`config.mk`:
```
export PLATFORM = sky130hd
export DESIGN_NAME = midi_note_tracker
export DESIGN_NICKNAME = d
export VERILOG_FILES = /design/src/rtl/midi_pkg.sv /design/src/rtl/midi_byte_parser.sv /design/src/rtl/midi_note_tracker.sv
export SDC_FILE = /design/constraint.sdc
export NUM_CORES = 1
export LEC_CHECK = 0
export BUFFER_PORTS_ARGS = -buffer_cell sky130_fd_sc_hd__buf_2
export CAP_MARGIN = 20
export CORE_ASPECT_RATIO = 0.7
export CORE_MARGIN = 2
export CORE_UTILIZATION = 47
export CTS_BUF_LIST = sky130_fd_sc_hd__clkbuf_4 sky130_fd_sc_hd__clkbuf_8
export DETAILED_ROUTE_END_ITERATION = 10
export GPL_TIMING_DRIVEN = 0
export PLACE_DENSITY = 0.61
export SYNTH_ARGS = -nofsm -noshare
export SYNTH_HDL_FRONTEND = slang
export SYNTH_SLANG_ARGS = --single-unit
```
`constraint.sdc`:
```
create_clock -name clk -period 6.5 [get_ports clk]
set_clock_uncertainty 0.1 [all_clocks]
set_input_delay 0.65 -clock clk [delete_from_list [all_inputs] [get_ports clk]]
set_output_delay 0.65 -clock clk [all_outputs]
set_load 0.02 [all_outputs]
```
`src/rtl/midi_pkg.sv`:
```
// Shared MIDI constants, parser state type and message helpers.
package midi_pkg;

  localparam int unsigned BYTE_W = 8;
  localparam int unsigned NOTE_W = 7;

  localparam logic [3:0] NOTE_OFF = 4'h8;
  localparam logic [3:0] NOTE_ON  = 4'h9;
  localparam logic [3:0] CTRL     = 4'hB;
  localparam logic [3:0] PROG     = 4'hC;
  localparam logic [3:0] CHPRESS  = 4'hD;

  localparam logic [NOTE_W-1:0] CC_ALL_NOTES_OFF = 7'd123;
  localparam logic [NOTE_W-1:0] CC_ALL_SOUND_OFF = 7'd120;

  typedef enum logic [1:0] {
    P_IDLE,
    P_DATA1,
    P_DATA2,
    P_SYSEX
  } parser_state_e;

  // Program change and channel pressure carry a single data byte.
  function automatic logic is_one_data(input logic [BYTE_W-1:0] status);
    return (status[7:4] == PROG) || (status[7:4] == CHPRESS);
  endfunction

endpackage

```
`src/rtl/midi_byte_parser.sv`:
```
// MIDI byte-stream parser: running status, realtime pass-over, SysEx skip.
// The completed message is presented combinationally in the cycle of the
// byte that completes it, so a consumer can register its result one cycle later.
module midi_byte_parser
  import midi_pkg::*;
(
  input  logic              clk,
  input  logic              reset_n,
  input  logic              midi_valid_i,
  input  logic [BYTE_W-1:0] midi_data_i,
  output logic              msg_valid_c,
  output logic [BYTE_W-1:0] msg_status_c,
  output logic [NOTE_W-1:0] msg_d1_c,
  output logic [NOTE_W-1:0] msg_d2_c
);

  parser_state_e     state_q, state_d;
  logic [BYTE_W-1:0] rs_q, rs_d;    // running status, 0 when none (bit 7 = valid)
  logic [NOTE_W-1:0] d1_q, d1_d;

  // Next-state and message decode for the current byte.
  always_comb begin
    state_d      = state_q;
    rs_d         = rs_q;
    d1_d         = d1_q;
    msg_valid_c  = 1'b0;
    msg_status_c = rs_q;
    msg_d1_c     = d1_q;
    msg_d2_c     = '0;
    if (midi_valid_i && (midi_data_i < 8'hF8)) begin
      if (midi_data_i == 8'hF0) begin
        state_d = P_SYSEX;
        rs_d    = '0;
      end else if (midi_data_i[7:4] == 4'hF) begin
        state_d = P_IDLE;
        rs_d    = '0;
      end else if (midi_data_i[7]) begin
        state_d = P_DATA1;
        rs_d    = midi_data_i;
      end else begin
        case (state_q)
          P_IDLE, P_DATA1: begin
            if (rs_q[7]) begin
              d1_d = midi_data_i[NOTE_W-1:0];
              if (is_one_data(rs_q)) begin
                msg_valid_c = 1'b1;
                msg_d1_c    = midi_data_i[NOTE_W-1:0];
                state_d     = P_DATA1;
              end else begin
                state_d = P_DATA2;
              end
            end
          end
          P_DATA2: begin
            msg_valid_c = 1'b1;
            msg_d2_c    = midi_data_i[NOTE_W-1:0];
            state_d     = P_DATA1;
          end
          default: state_d = state_q;
        endcase
      end
    end
  end

  // Parser state, running status and first data byte.
  always_ff @(posedge clk or negedge reset_n) begin
    if (!reset_n) begin
      state_q <= P_IDLE;
      rs_q    <= '0;
      d1_q    <= '0;
    end else begin
      state_q <= state_d;
      rs_q    <= rs_d;
      d1_q    <= d1_d;
    end
  end

endmodule

```
`src/rtl/midi_note_tracker.sv`:
```
// Monophonic voice front end: last-note-priority stack and note_repeat stretch.
module midi_note_tracker
  import midi_pkg::*;
#(
  parameter int unsigned CHANNEL     = 0,
  parameter int unsigned STACK_DEPTH = 4
) (
  input  logic              clk,
  input  logic              reset_n,
  input  logic              en,
  input  logic              midi_valid,
  input  logic [BYTE_W-1:0] midi_data,
  output logic              note_on,
  output logic [NOTE_W-1:0] note_start,
  output logic [NOTE_W-1:0] vel_start,
  output logic              note_repeat
);

  localparam int unsigned CNT_W = $clog2(STACK_DEPTH + 1);
  localparam int unsigned IDX_W = $clog2(STACK_DEPTH);

  logic              msg_valid_c;
  logic [BYTE_W-1:0] msg_status_c;
  logic [NOTE_W-1:0] msg_d1_c;
  logic [NOTE_W-1:0] msg_d2_c;

  midi_byte_parser u_parser (
    .clk          (clk),
    .reset_n      (reset_n),
    .midi_valid_i (midi_valid),
    .midi_data_i  (midi_data),
    .msg_valid_c  (msg_valid_c),
    .msg_status_c (msg_status_c),
    .msg_d1_c     (msg_d1_c),
    .msg_d2_c     (msg_d2_c)
  );

  // Entry 0 is the newest (top) note; entries at or above cnt_q are stale.
  logic [NOTE_W-1:0] note_q [STACK_DEPTH];
  logic [NOTE_W-1:0] vel_q  [STACK_DEPTH];
  logic [NOTE_W-1:0] note_d [STACK_DEPTH];
  logic [NOTE_W-1:0] vel_d  [STACK_DEPTH];
  logic [CNT_W-1:0]  cnt_q, cnt_d;
  logic              rep_q, rep_d;
  logic              note_on_q;
  logic [NOTE_W-1:0] note_start_q, vel_start_q;

  logic              chan_ok, is_on, is_off, is_clr, hit, rep_set;
  logic [IDX_W-1:0]  hit_idx;

  assign chan_ok = msg_valid_c && (msg_status_c[3:0] == 4'(CHANNEL));
  assign is_on   = chan_ok && (msg_status_c[7:4] == NOTE_ON) && (msg_d2_c != '0);
  assign is_off  = chan_ok && ((msg_status_c[7:4] == NOTE_OFF) ||
                               ((msg_status_c[7:4] == NOTE_ON) && (msg_d2_c == '0)));
  assign is_clr  = chan_ok && (msg_status_c[7:4] == CTRL) &&
                   ((msg_d1_c == CC_ALL_NOTES_OFF) || (msg_d1_c == CC_ALL_SOUND_OFF));

  // Locate the message note among the live entries.
  always_comb begin
    hit     = 1'b0;
    hit_idx = '0;
    for (int i = 0; i < STACK_DEPTH; i++) begin
      if (!hit && (CNT_W'(i) < cnt_q) && (note_q[i] == msg_d1_c)) begin
        hit     = 1'b1;
        hit_idx = IDX_W'(i);
      end
    end
  end

  // Stack update for note-on, note-off and all-notes-off.
  always_comb begin
    note_d  = note_q;
    vel_d   = vel_q;
    cnt_d   = cnt_q;
    rep_set = 1'b0;
    if (is_on) begin
      if (hit && (hit_idx == '0)) begin
        vel_d[0] = msg_d2_c;
        rep_set  = 1'b1;
      end else begin
        // Move-to-top shifts only the entries above the old slot; a fresh push shifts all.
        for (int i = 1; i < STACK_DEPTH; i++) begin
          if (!hit || (IDX_W'(i) <= hit_idx)) begin
            note_d[i] = note_q[i-1];
            vel_d[i]  = vel_q[i-1];
          end
        end
        note_d[0] = msg_d1_c;
        vel_d[0]  = msg_d2_c;
        if (!hit && (cnt_q != CNT_W'(STACK_DEPTH))) begin
          cnt_d = cnt_q + CNT_W'(1);
        end
      end
    end else if (is_off) begin
      if (hit) begin
        for (int i = 0; i < STACK_DEPTH - 1; i++) begin
          if (IDX_W'(i) >= hit_idx) begin
            note_d[i] = note_q[i+1];
            vel_d[i]  = vel_q[i+1];
          end
        end
        cnt_d = cnt_q - CNT_W'(1);
      end
    end else if (is_clr) begin
      cnt_d = '0;
    end
  end

  // Repeat request holds until the envelope has seen one enabled cycle.
  always_comb begin
    rep_d = rep_q;
    if (rep_set) begin
      rep_d = 1'b1;
    end else if (rep_q && en) begin
      rep_d = 1'b0;
    end
  end

  // Stack storage and registered voice outputs.
  always_ff @(posedge clk or negedge reset_n) begin
    if (!reset_n) begin
      for (int i = 0; i < STACK_DEPTH; i++) begin
        note_q[i] <= '0;
        vel_q[i]  <= '0;
      end
      cnt_q        <= '0;
      rep_q        <= 1'b0;
      note_on_q    <= 1'b0;
      note_start_q <= '0;
      vel_start_q  <= '0;
    end else begin
      note_q       <= note_d;
      vel_q        <= vel_d;
      cnt_q        <= cnt_d;
      rep_q        <= rep_d;
      note_on_q    <= (cnt_d != '0);
      note_start_q <= (cnt_d != '0) ? note_d[0] : '0;
      vel_start_q  <= (cnt_d != '0) ? vel_d[0] : '0;
    end
  end

  assign note_on     = note_on_q;
  assign note_start  = note_start_q;
  assign vel_start   = vel_start_q;
  assign note_repeat = rep_q;

endmodule

```
==> impl_metrics.yaml <==
timing:
  timing.final.max_slew_violations: 0
  finalSetupViolations: 0
  worst_pin_slew_ns: 0.763
  relSlewSlack_pct: 49.1
  finalCritPeriodShare_pct: 63.0
  clock.fmax_mhz: 244
  hold_violations: 0
  period_minus_slack_ns: 4.10
  fin_setup_tns_ns: 0
  worst_slack_ns: 2.40
  hold_ws_ns: 0.135
  rsz0062_at_grt: "false"
logic_synthesis:
  yosys.cell_types.count: 70
  ys_warn_count: 0
  synthFlopType: "dfrtp_1"
  synth-async-reset-ratio_pct: 100
  ys_seq_area_share_pct: 46.2
  syn_area_sq_mm: 0.00498
  synth_edf_count: 0
  synth.avg_cell_area_sq_um: 9.82
  synth_cells: 507
  synthesis.nets: 523
  ys_seq_elements: 92
die:
  rows: 31
  die_area_sq_mm: 0.0115
  die_x_um: 127
  ioPinCount: 28
  die-height_um: 90.1
  start_util_pct: 48.3
  core_sq_mm: 0.0103
routing:
  drc_errors: 0
  ant_nets: 0
  routed_wl_um: 14100
  drtPass1Iterations: 6
  viasPerCell: 6.12
  route.vias.total: 4166
  drt_iter0_markers: 351
  wire_per_inst_um: 20.6
layout:
  nFillCells: 960
  syn_to_final_growth_pct: 10.2
  utilization_pct: 53.2
  diodes: 0
  drive_gt1_share_pct: 17.7
  final_common_cell: "dfrtp_1"
  final_cell_mix: "dfrtp_1, nand2_1, o21ai_0, buf_2, a21oi_1"
  nNetsFinal: 560
clock_network:
  cts_max_path_buffers: 2
  cts-root-buf: "clkbuf_8"
  path_clk_slew_ns: 0.11
  postCtsResizedCells: 0
  ctsHoldBuffers: 0
  cts_tree: "done"
  cts_buffers: 9
  cts.sinks: 92
  cts_max_level: 3
  cts_setup_buffers: 0
  insertion_delay_ns: 0.39
grt:
  grt_usage_pct: 25.4
  grt_max_degree: 54
  grt-ovfl-total: 0
  grt_pass1_wl_um: 22200
  grt_pass1_vias: 3789
  antenna_found_initial: 0
placed_design:
  io_buffers: 25
  place_hpwl_um: 10000
  gp_congestion: 0.927
  place_ws_ns: 2.17
setup_path:
  required_ns: 6.66
  critPathKind: "input port to flip-flop"
  ff2ff_setup_slack_ns: 2.48
  end_kind: "flip-flop"
  startpoint_type: "input port"
  path_max_fanout: 10
  cp.arrival_ns: 4.26
run_status:
  status: "completed"
min_path:
  hold_path.class: "input port to async pin"
power:
  ir_drop_mv: 0.121
  total_power_mw: 1.41
  power_density_mw_per_mm2: 257
  p_leak_nw: 2.48
job:
  maxCapViolCount: 0
[cells by family after synthesis]
kind of cell             share of synthesized area [%]
AO/OA/AOI/OAI                                     24.0
AND/OR/NAND/NOR                                   14.4
flip-flops                                        46.2
buffers and inverters                             4.47
XOR/XNOR                                          4.75
multiplexers                                      5.12
adder cells (fa/ha/maj)                           1.00
[final cells by class]
class	count	area, sq um	area share, %
Timing Repair Buffer	26	155	2.83
Buffer	34	163	2.96
Inverter	16	60.1	1.09
Clock buffer	9	124	2.26
Tap cell	132	165	3.01
Multi-Input combinational cell	365	2460	44.7
Sequential cell	92	2300	41.9
Clock inverter	7	66.3	1.21
[worst paths after layout]
kind	from	to	depth (start not counted)
worst max-delay path	midi_data[2]	note_q[0]	12
worst min-delay path	reset_n	u_parser.msg_status_c[4]	1
worst max register to register	u_parser.msg_status_c[7]	note_q[11]	12
worst min register to register	u_parser.msg_status_c[2]	u_parser.msg_status_c[2]	2
max in group asynchronous	reset_n	vel_q[14]	2
min in group clk	en	note_repeat	2
[through the flow]
step	std cells	cell area (sq um)
3_3_place_gp	664	5270
3_5_place_dp	665	5300
6_report	681	5490
2_1_floorplan	507	4980
5_1_grt	681	5490
4_1_cts	681	5490
[synthesized netlist by cell type, drive strengths merged, types with 4 or more instances]
| master | number | area, sq um |
|---|---|---|
| dfrtp | 92 | 2300 |
| nand2 | 66 | 255 |
| o21ai | 36 | 180 |
| a21oi | 29 | 156 |
| clkbuf | 24 | 90.1 |
| nor2 | 21 | 88.8 |
| a22oi | 19 | 143 |
| mux2 | 18 | 203 |
| inv | 16 | 60.1 |
| a21boi | 15 | 146 |
| xnor2 | 14 | 123 |
| xor2 | 13 | 114 |
| a31oi | 12 | 75.1 |
| nor3 | 11 | 60.1 |
| a21o | 10 | 75.1 |
| buf | 10 | 72.6 |
| a22o | 9 | 78.8 |
| nand3 | 8 | 40.0 |
| o22ai | 7 | 50.1 |
| and2 | 5 | 31.3 |
| nand4 | 5 | 31.3 |
| ha | 4 | 50.1 |
| mux2i | 4 | 52.6 |
| nor4 | 4 | 25.0 |
| o31ai | 4 | 30.0 |
[flip-flops by register name (all words and copies together), names as in the netlist]
name                   count
vel_start                  7
u_parser.state_q           2
note_on                    1
note_repeat                1
u_parser.msg_status_c      8
note_start                 7
note_q                    28
vel_q                     28
cnt_q                      3
u_parser.d1_q              7
[critical path, stage by stage]
cell and delay, ns:
buf_2 0.12, clkbuf_1 0.50, nor4_1 0.18, nand2_1 0.15
nand3_1 0.24, nor3_1 0.63, and2_1 0.22, clkbuf_1 0.29
and3_1 0.23, clkbuf_1 0.29, buf_2 0.36, mux2_2 0.37
[routing by layer]
| metal | global-route usage, % | up-vias | wire length [um] |
|---|---|---|---|
| met5 | 0 | - | 0 |
| met4 | 6.68 | 0 | 238 |
| met3 | 5.48 | 18 | 1170 |
| met2 | 32.9 | 187 | 5670 |
| met1 | 41.8 | 2054 | 6970 |
| li1 | - | 1907 | - |
[where the power goes]
part           internal, mW  switching, mW  total, mW
clock                 0.149          0.234      0.383
combinational         0.147          0.208      0.355
sequential            0.622         0.0528      0.675
Note: power is estimated with default switching activity, not from simulation.
